### config.mk
export PLATFORM = sky130hd
export DESIGN_NAME = alu_cmd_ctrl
export DESIGN_NICKNAME = d
export VERILOG_FILES = /design/src/rtl/alu_pkg.sv /design/src/rtl/alu_cmd_regfile.sv /design/src/rtl/alu_cmd_ctrl.sv
export SDC_FILE = /design/constraint.sdc
export NUM_CORES = 1
export LEC_CHECK = 0
export BUFFER_PORTS_ARGS = -buffer_cell sky130_fd_sc_hd__clkbuf_2
export CAP_MARGIN = 20
export CORE_MARGIN = 2
export CORE_UTILIZATION = 35
export CTS_BUF_LIST = sky130_fd_sc_hd__clkbuf_4
export CTS_CLUSTER_DIAMETER = 60
export DETAILED_ROUTE_END_ITERATION = 8
export PLACE_DENSITY = 0.67
export SYNTH_ARGS = -nofsm -noshare
export SYNTH_HDL_FRONTEND = slang
export SYNTH_SLANG_ARGS = --single-unit
### constraint.sdc
create_clock -name clk -period 2.5 [get_ports clk]
set_input_delay 0.375 -clock clk [delete_from_list [all_inputs] [get_ports clk]]
set_output_delay 0.375 -clock clk [all_outputs]
set_load 0.05 [all_outputs]
### src/rtl/alu_pkg.sv
// Shared definitions for the ALU command controller: opcodes, FSM encoding and
// response flag bit positions.
package alu_pkg;

   localparam logic [3:0] OP_ADD  = 4'd0;
   localparam logic [3:0] OP_SUB  = 4'd1;
   localparam logic [3:0] OP_AND  = 4'd2;
   localparam logic [3:0] OP_OR   = 4'd3;
   localparam logic [3:0] OP_XOR  = 4'd4;
   localparam logic [3:0] OP_NOT  = 4'd5;
   localparam logic [3:0] OP_SHL  = 4'd6;
   localparam logic [3:0] OP_SHR  = 4'd7;
   localparam logic [3:0] OP_SLT  = 4'd8;
   localparam logic [3:0] OP_LAST = 4'd8;

   typedef enum logic [1:0] {
      ST_IDLE = 2'd0,
      ST_EXEC = 2'd1,
      ST_RESP = 2'd2
   } state_t;

   localparam int FLAG_V = 2;
   localparam int FLAG_N = 1;
   localparam int FLAG_Z = 0;

   function automatic logic op_legal(input logic [3:0] op);
      return op <= OP_LAST;
   endfunction

endpackage

### src/rtl/alu_cmd_regfile.sv
// Small register file: two asynchronous read ports, one synchronous write port,
// asynchronous clear of every entry.
module alu_cmd_regfile #(
   parameter int AW = 2
) (
   input  logic          clk,
   input  logic          rst,
   input  logic          we,
   input  logic [AW-1:0] waddr,
   input  logic [7:0]    wdata,
   input  logic [AW-1:0] raddr_a,
   input  logic [AW-1:0] raddr_b,
   output logic [7:0]    rdata_a,
   output logic [7:0]    rdata_b
);

   logic [7:0] mem [0:(1<<AW)-1];

   always_ff @(posedge clk or posedge rst) begin
      if (rst) begin
         for (int i = 0; i < (1<<AW); i++) mem[i] <= 8'h00;
      end else if (we) begin
         mem[waddr] <= wdata;
      end
   end

   assign rdata_a = mem[raddr_a];
   assign rdata_b = mem[raddr_b];

endmodule

### src/rtl/alu_cmd_ctrl.sv
// Command controller for the external combinational 8-bit ALU: reads operands,
// registers the ALU inputs, captures result/flags, writes back and responds.
module alu_cmd_ctrl
   import alu_pkg::*;
#(
   parameter int REG_AW = 2
) (
   input  logic              clk,
   input  logic              rst,
   // Handshakes: a transfer happens on a rising edge where valid and ready are
   // both high; valid holds its payload stable until that edge.
   input  logic              cmd_valid,
   output logic              cmd_ready,
   input  logic [3:0]        cmd_op,
   input  logic [REG_AW-1:0] cmd_rd,
   input  logic [REG_AW-1:0] cmd_rs1,
   input  logic [REG_AW-1:0] cmd_rs2,
   input  logic              cmd_imm_en,
   input  logic [7:0]        cmd_imm,
   output logic [7:0]        alu_a,
   output logic [7:0]        alu_b,
   output logic [3:0]        alu_opcode,
   input  logic [7:0]        alu_result,
   input  logic              alu_overflow,
   input  logic              alu_negative,
   input  logic              alu_zero,
   output logic              rsp_valid,
   input  logic              rsp_ready,
   output logic [7:0]        rsp_data,
   output logic [2:0]        rsp_flags,
   output logic              rsp_err,
   output logic [1:0]        state_dbg
);

   state_t            state, state_next;
   logic [REG_AW-1:0] rd_q;
   logic [7:0]        rf_a, rf_b;
   logic              accept;
   logic              wb_en;

   assign cmd_ready = (state == ST_IDLE) & ~rst;
   assign rsp_valid = (state == ST_RESP);
   assign accept    = cmd_valid & cmd_ready;
   assign wb_en     = (state == ST_EXEC) & op_legal(alu_opcode);
   assign state_dbg = state;

   alu_cmd_regfile #(.AW(REG_AW)) u_regfile (
      .clk     (clk),
      .rst     (rst),
      .we      (wb_en),
      .waddr   (rd_q),
      .wdata   (alu_result),
      .raddr_a (cmd_rs1),
      .raddr_b (cmd_rs2),
      .rdata_a (rf_a),
      .rdata_b (rf_b)
   );

   always_ff @(posedge clk or posedge rst) begin
      if (rst) state <= ST_IDLE;
      else     state <= state_next;
   end

   always_comb begin
      state_next = state;
      case (state)
         ST_IDLE: if (accept)    state_next = ST_EXEC;
         ST_EXEC:                state_next = ST_RESP;
         ST_RESP: if (rsp_ready) state_next = ST_IDLE;
         default:                state_next = ST_IDLE;
      endcase
   end

   // Operand capture; the ALU sees these registers for the whole EXEC cycle.
   always_ff @(posedge clk or posedge rst) begin
      if (rst) begin
         alu_a      <= 8'h00;
         alu_b      <= 8'h00;
         alu_opcode <= 4'h0;
         rd_q       <= '0;
      end else if (accept) begin
         alu_a      <= rf_a;
         alu_b      <= cmd_imm_en ? cmd_imm : rf_b;
         alu_opcode <= cmd_op;
         rd_q       <= cmd_rd;
      end
   end

   // Illegal opcodes report an error with zeroed payload and skip writeback.
   always_ff @(posedge clk or posedge rst) begin
      if (rst) begin
         rsp_data  <= 8'h00;
         rsp_flags <= 3'b000;
         rsp_err   <= 1'b0;
      end else if (state == ST_EXEC) begin
         if (op_legal(alu_opcode)) begin
            rsp_data          <= alu_result;
            rsp_flags[FLAG_V] <= alu_overflow;
            rsp_flags[FLAG_N] <= alu_negative;
            rsp_flags[FLAG_Z] <= alu_zero;
            rsp_err           <= 1'b0;
         end else begin
            rsp_data  <= 8'h00;
            rsp_flags <= 3'b000;
            rsp_err   <= 1'b1;
         end
      end
   end

endmodule

==> results of run 1 <==
[through the flow]
step	utilization [%]	cell area, µm²	setup WS (ps)	hold slack, ps	power [µW]
floorplan	-	3060	363	483	3230
global placement	41.4	3550	587	440	3630
detailed placement	41.4	3550	528	455	3690
CTS	42.8	3680	491	91.6	4310
global route	42.8	3680	442	99.5	4510
finish	42.8	3680	494	131	4270
[power breakdown]
part           internal [µW]  leakage [µW]  switching, µW
logic                    711      0.000856           1070
clock network            211     0.0000483            407
registers               1550      0.000820            316
[what timing repair did]
| action | CTS | global route |
|---|---|---|
| resized for setup | 0 | 0 |
| buffers inserted | 0 | 0 |
| setup endpoints to repair | 0 | 0 |
| hold endpoints to repair | 17 | 0 |
| hold buffers | 1 | 0 |
[flip-flops by register name (all words and copies together), names as in the netlist]
signal and count:
alu_a 8, alu_b 8, alu_opcode 4, rd_q 2, rsp_data 8, rsp_err 1, rsp_flags 3, state_dbg 2
u_regfile.mem 32
[area by class of cell]
cell class,count,area share (%)
flip-flops and latches,68,46.2
clock inverters,6,1.12
repair buffers,77,11.4
well taps,108,3.67
inverters,2,0.204
multi-input cells,131,35.3
clock buffers,10,2.04
[placed cells by master, fill, tap and decap left out]
cell type	n
sky130_fd_sc_hd__or2_2	1
sky130_fd_sc_hd__clkbuf_2	69
sky130_fd_sc_hd__mux2_2	38
sky130_fd_sc_hd__nor3_2	1
sky130_fd_sc_hd__buf_4	6
sky130_fd_sc_hd__nor2b_1	1
sky130_fd_sc_hd__clkinvlp_4	5
sky130_fd_sc_hd__mux2_4	8
sky130_fd_sc_hd__mux4_2	8
sky130_fd_sc_hd__nand2_1	9
sky130_fd_sc_hd__dfrtp_1	68
sky130_fd_sc_hd__dlygate4sd3_1	1
sky130_fd_sc_hd__o31a_1	1
sky130_fd_sc_hd__o22a_1	8
sky130_fd_sc_hd__clkinv_1	1
sky130_fd_sc_hd__buf_12	1
sky130_fd_sc_hd__o31ai_1	1
sky130_fd_sc_hd__mux2i_1	16
sky130_fd_sc_hd__a22o_1	11
sky130_fd_sc_hd__nor2_1	3
sky130_fd_sc_hd__inv_1	1
sky130_fd_sc_hd__nand4b_1	2
sky130_fd_sc_hd__nand2b_1	2
sky130_fd_sc_hd__nor3_1	1
sky130_fd_sc_hd__o21ai_0	17
sky130_fd_sc_hd__clkbuf_4	10
sky130_fd_sc_hd__nor4b_4	1
sky130_fd_sc_hd__nand2b_2	1
sky130_fd_sc_hd__inv_2	1
sky130_fd_sc_hd__or4_1	1
[kinds of logic (layout without fill, tap and decap cells)]
kind of cell	after synthesis	after routing	synth area share (%)
buf+inv	14	95	2.09
compound gates	38	38	8.76
flops	68	68	55.7
simple gates	23	23	4.38
mux	70	70	29.1
[routing by layer]
layer | GRT usage [%] | share of wire [%] | wire length, µm | up-vias
met5 | 0 | 0 | 0 | -
met4 | 4.17 | 0.90 | 63 | 0
met3 | 5.54 | 5.7 | 403 | 7
met2 | 25.3 | 49 | 3460 | 54
met1 | 20.4 | 44 | 3100 | 1052
li1 | - | - | - | 954
[worst max-delay path: stages (launching register included)]
cell and delay (ps):
sky130_fd_sc_hd__dfrtp_1 430, sky130_fd_sc_hd__o31a_1 350, sky130_fd_sc_hd__or4_1 710, sky130_fd_sc_hd__mux2_4 390
[final timing paths]
path                                from                 to  slack [ps]  cells past startpoint
min                            rsp_ready       state_dbg[1]         130                      2
max in group asynchronous            rst           alu_b[0]        1300                      4
min in group asynchronous            rst            rsp_err         540                      3
min reg2reg                     alu_a[3]           alu_a[3]         520                      1
max                        alu_opcode[0]  u_regfile.mem[31]         490                      3
max reg2reg                alu_opcode[0]  u_regfile.mem[31]         490                      3
==> insert_results.sql, run 1 <==
INSERT INTO impl_metrics (metric_group, metric, value, unit) VALUES
('logic_synthesis', 'netlist_instances', '213', ''),
('power_and_ir_drop', 'power.density', '1160', 'nW/µm²'),
('grt', 'grt_util_all_layers', '15.7', '%'),
('sta', 'setup-tns-final', '0', 'ps'),
('logic_synthesis', 'postSynthNetCount', '247', ''),
('cts', 'clock-root-buffer', 'sky130_fd_sc_hd__clkbuf_4', ''),
('setup_path', 'path_class', 'flip-flop to flip-flop', ''),
('cts', 'cts.path.max_buffers', '2', ''),
('finish', 'syn_to_final_growth', '20.4', '%'),
('cts', 'clock_insertion_delay_at_the_later_pin_of_the_skew_report', '420', 'ps'),
('floorplan', 'design.die.area', '9490', 'µm²'),
('run_status', 'status', 'finished clean', ''),
('routing', 'drtIter0Drc', '107', ''),
('sta', 'worst_slew_margin_rel', '61.8', '%'),
('floorplan', 'die-height', '97.4', 'µm'),
('logic_synthesis', 'postSynthAreaPerCell', '14.3', 'µm²'),
('logic_synthesis', 'yosys.area.top_type_share', '55.7', '%'),
('sta', 'timing.final.crit_period', '2010', 'ps'),
('logic_synthesis', 'ys_ff_latch', '68', ''),
('logic_synthesis', 'ys.warnings.count', '0', ''),
('logic_synthesis', 'post_synth_most_frequent_cells', 'sky130_fd_sc_hd__dfrtp_1 (68), sky130_fd_sc_hd__mux2_2 (38), sky130_fd_sc_hd__o21ai_0 (17)', ''),
('grt', 'grt_max_degree', '32', ''),
('routing', 'viasPerCell', '5.14', ''),
('sta', 'finalCritPeriodShare', '80.2', '%'),
('cts', 'cts_htree_levels', '3', ''),
('finish', 'insertedDiodeCount', '0', ''),
('grt', 'grt_pass1_wl', '11600', 'µm'),
('logic_synthesis', 'async_reset_ff_share', '100', '%'),
('routing', 'postRouteAntennaNets', '0', ''),
('sta', 'max_freq', '499', 'MHz'),
('sta', 'finalHoldViolCount', '0', ''),
('finish', 'layoutNonFillerInstCount', '402', ''),
('min_path', 'hold_path_class', 'input port to flip-flop', ''),
('grt', 'via_count_of_the_first_global_routing_pass', '2196', ''),
('logic_synthesis', 'synth.top_cells.by_area', 'sky130_fd_sc_hd__dfrtp_1 (56%), sky130_fd_sc_hd__mux2_2 (14%), sky130_fd_sc_hd__mux4_2 (5.9%), sky130_fd_sc_hd__mux2i_1 (5.2%), sky130_fd_sc_hd__mux2_4 (3.9%)', ''),
('cts', 'tritoncts_clock_tree', 'built', ''),
('sta', 'timing_worst_slew_pin_value', '573', 'ps'),
('finish', 'nets_finish', '323', ''),
('placement', 'post-place-cells', '385', ''),
('placement', 'detailedPlacementHpwl', '4840', 'µm'),
('logic_synthesis', 'synth_flop_cell', 'sky130_fd_sc_hd__dfrtp_1', ''),
('finish', 'fillers', '815', ''),
('sta', 'worst_clock_skew', '18.5', 'ps'),
('floorplan', 'fp-row-count', '34', ''),
('routing', 'drtPass1Iterations', '4', ''),
('floorplan', 'design.core.area', '8590', 'µm²'),
('routing', 'detail_route.drc_violations', '0', ''),
('power_and_ir_drop', 'ir_drop', '0.561', 'mV'),
('logic_synthesis', 'synth_edf_count', '0', ''),
('cts', 'cts-buffers-inserted', '9', ''),
('logic_synthesis', 'synthesis.area', '3060', 'µm²'),
('placement', 'routabilityCongestion', '0.800', ''),
('sta', 'setup_repair_after_global_routing_missed_its_margin', 'no', ''),
('cts', 'clk_pin_slew', '120', 'ps'),
('setup_path', 'worstSetupStartpointType', 'flip-flop', ''),
('sta', 'setup-violations-final', '0', ''),
('setup_path', 'critical_path.max_fanout', '8', ''),
('floorplan', 'floorplan.io_pins', '70', ''),
('setup_path', 'worstPathArrival', '2310', 'ps'),
('setup_path', 'end_kind', 'flip-flop', ''),
('finish', 'register_area', '1700', 'µm²'),
('routing', 'finalWirelength', '7030', 'µm'),
('placement', 'portBuffers', '69', ''),
('floorplan', 'die_x', '97.4', 'µm'),
('setup_path', 'worst-endpoint-required', '2800', 'ps'),
('finish', 'multiInputGateArea', '1300', 'µm²'),
('flow_run', 'number_of_max_cap_violations', '0', ''),
('routing', 'route.vias.total', '2067', ''),
('routing', 'routed_wire_length_per_instance', '17.5', 'µm'),
('power_and_ir_drop', 'static-leakage-power', '0.00172', 'µW'),
('logic_synthesis', 'yosysTopAreaCell', 'sky130_fd_sc_hd__dfrtp_1', ''),
('logic_synthesis', 'synth_cell_type_count', '26', ''),
('cts', 'clock_sink_count', '68', ''),
('finish', 'share_of_cells_above_drive_strength_1', '51.0', '%'),
('grt', 'grt-ovfl-total', '0', ''),
('sta', 'slew_violations', '0', ''),
('logic_synthesis', 'register_area_share_after_synthesis', '55.7', '%'),
('grt', 'grt_antenna_before_repair', '0', ''),
('logic_synthesis', 'most_common_cell_in_the_synthesized_netlist', 'sky130_fd_sc_hd__dfrtp_1', ''),
('floorplan', 'starting_utilization_of_the_core_area', '35.6', '%');
Power figures use the tool's default switching activity.
==> inputs of run 2 (changes only) <==
- clock period: 2.5 -> 1.95 ns (I/O delays scaled with it)
==> run 2 against run 1 <==
Net effect:
- core utilization is 0.17 points higher
- sequential share of layout area shrank 0.15 points
- total power grew 28%
- critical endpoint is now u_regfile.mem[27]
- critical path depth up 1
- combinational power rose by 28%
- worst setup slack worse by 370 ps
==> insert_results.sql, run 2 (synthesized netlist as in run 1, its figures left out) <==
INSERT INTO impl_metrics (metric_group, metric, value, unit) VALUES
('cts', 'postCtsSetupBuffers', '0', ''),
('placement', 'portBuffers', '69', ''),
('sta', 'finalHoldViolCount', '0', ''),
('routing', 'route.vias.total', '2048', ''),
('finish', 'insertedDiodeCount', '0', ''),
('cts', 'clock_sink_count', '68', ''),
('sta', 'worst_slew_margin_rel', '62.3', '%'),
('setup_path', 'worstPathArrival', '2120', 'ps'),
('sta', 'finalCritPeriodShare', '93.5', '%'),
('grt', 'grt_antenna_before_repair', '0', ''),
('power_and_ir_drop', 'power.density', '1480', 'nW/µm²'),
('floorplan', 'design.core.area', '8590', 'µm²'),
('routing', 'detail_route.drc_violations', '0', ''),
('sta', 'slew_violations', '0', ''),
('cts', 'cts_htree_levels', '3', ''),
('floorplan', 'fp-row-count', '34', ''),
('floorplan', 'die-height', '97.4', 'µm'),
('power_and_ir_drop', 'ir_drop', '0.493', 'mV'),
('finish', 'layoutNonFillerInstCount', '402', ''),
('cts', 'clock-root-buffer', 'sky130_fd_sc_hd__clkbuf_4', ''),
('placement', 'detailedPlacementHpwl', '4900', 'µm'),
('grt', 'via_count_of_the_first_global_routing_pass', '2220', ''),
('placement', 'routabilityCongestion', '0.773', ''),
('floorplan', 'die_x', '97.4', 'µm'),
('finish', 'mostFrequentLayoutCell', 'sky130_fd_sc_hd__clkbuf_2', ''),
('finish', 'layout.cells.most_common_list', 'sky130_fd_sc_hd__clkbuf_2 (69), sky130_fd_sc_hd__dfrtp_1 (67), sky130_fd_sc_hd__mux2_2 (38)', ''),
('cts', 'clk_pin_slew', '120', 'ps'),
('placement', 'post-place-cells', '386', ''),
('cts', 'cts.path.max_buffers', '2', ''),
('setup_path', 'worstSetupStartpointType', 'flip-flop', ''),
('sta', 'worst_clock_skew', '20.5', 'ps'),
('routing', 'drtPass1Iterations', '4', ''),
('setup_path', 'end_kind', 'flip-flop', ''),
('sta', 'timing.final.crit_period', '1820', 'ps'),
('run_status', 'status', 'finished clean', ''),
('routing', 'postRouteAntennaNets', '0', ''),
('floorplan', 'floorplan.io_pins', '70', ''),
('cts', 'tritoncts_clock_tree', 'built', ''),
('setup_path', 'critical_path.max_fanout', '8', ''),
('grt', 'grt_util_all_layers', '16.2', '%'),
('min_path', 'hold_path_class', 'input port to flip-flop', ''),
('routing', 'finalWirelength', '7120', 'µm'),
('flow_run', 'number_of_max_cap_violations', '0', ''),
('sta', 'max_freq', '548', 'MHz'),
('sta', 'timing_worst_slew_pin_value', '565', 'ps'),
('finish', 'final_util', '43.0', '%'),
('power_and_ir_drop', 'total_power', '5460', 'µW'),
('finish', 'largest_register_ff_count', '32', ''),
('grt', 'grt_max_degree', '49', ''),
('sta', 'setup-violations-final', '0', ''),
('finish', 'nets_finish', '324', ''),
('grt', 'grt-ovfl-total', '0', ''),
('setup_path', 'path_class', 'flip-flop to flip-flop', ''),
('cts', 'clock_insertion_delay_at_the_later_pin_of_the_skew_report', '410', 'ps'),
('setup_path', 'worst-endpoint-required', '2240', 'ps'),
('floorplan', 'design.die.area', '9490', 'µm²'),
('power_and_ir_drop', 'static-leakage-power', '0.00174', 'µW'),
('routing', 'routed_wire_length_per_instance', '17.7', 'µm'),
('sta', 'setup-tns-final', '0', 'ps'),
('grt', 'grt_pass1_wl', '11800', 'µm'),
('routing', 'drtIter0Drc', '124', ''),
('finish', 'fillers', '828', ''),
('finish', 'syn_to_final_growth', '20.9', '%'),
('routing', 'viasPerCell', '5.09', ''),
('finish', 'top_register', 'u_regfile.mem', ''),
('finish', 'share_of_cells_above_drive_strength_1', '51.7', '%'),
('cts', 'cts-buffers-inserted', '9', ''),
('floorplan', 'starting_utilization_of_the_core_area', '35.6', '%'),
('sta', 'setup_repair_after_global_routing_missed_its_margin', 'no', '');
-- run 2: cell count changes in the layout (fill, tap and decap cells not counted), sizes merged --
cell | previous run | this run
clkinvlp | 5 | 1
clkinv | 1 | 4
buf | 7 | 8
clkbuf | 79 | 80
inv | 2 | 1
-- run 2: through the flow --
stage | cell area (µm²) | setup slack (ps) | hold slack, ps
floorplan | 3070 | 14.3 | 397
global placement | 3580 | 205 | 389
detailed placement | 3580 | 158 | 394
CTS | 3690 | 126 | 27.8
global route | 3690 | 81.1 | 32.6
finish | 3690 | 127 | 51.5
-- run 2: worst max-delay path: stages (launching register included) --
cell                      delay (ps)
sky130_fd_sc_hd__dfrtp_1         430
sky130_fd_sc_hd__o31a_1          360
sky130_fd_sc_hd__or4_1           410
sky130_fd_sc_hd__buf_4           210
sky130_fd_sc_hd__mux2_4          300
-- run 2: metal layers --
metal,share of wire (%),track usage [%],vias to the layer above
met5,0,0,-
met2,48,25.4,55
met1,45,21.2,1032
met3,6.0,4.82,10
met4,1.5,5.98,0
li1,-,-,951
-- run 2: final cells by class --
class | count | area [µm²] | share of cell area, %
sequential | 68 | 1700 | 46.1
timing repair buffer | 78 | 440 | 11.9
multi-input combinational | 131 | 1300 | 35.3
clock buffer | 11 | 82.6 | 2.24
inverter | 2 | 11.3 | 0.305
clock inverter | 4 | 18.8 | 0.508
tap | 108 | 135 | 3.66
-- run 2: where the power goes --
part	switching, µW	internal, µW
combinational	1370	917
clock	478	274
sequential	423	1990
total	2280	3180
-- run 2: path summary, 6_finish.rpt --
check	cells past startpoint	slack, ps	start	endpoint
max	4	130	alu_opcode[0]	u_regfile.mem[27]
min	2	50	rsp_ready	state_dbg[1]
max reg2reg	4	130	alu_opcode[0]	u_regfile.mem[27]
min reg2reg	1	510	rsp_flags[1]	rsp_flags[1]
max in group asynchronous	4	840	rst	u_regfile.mem[0]
min in group asynchronous	3	500	rst	state_dbg[1]
-- run 2: what timing repair did --
action	4_1_cts	5_1_grt
gates resized for setup	0	0
hold endpoints to repair	20	0
hold buffers	1	0
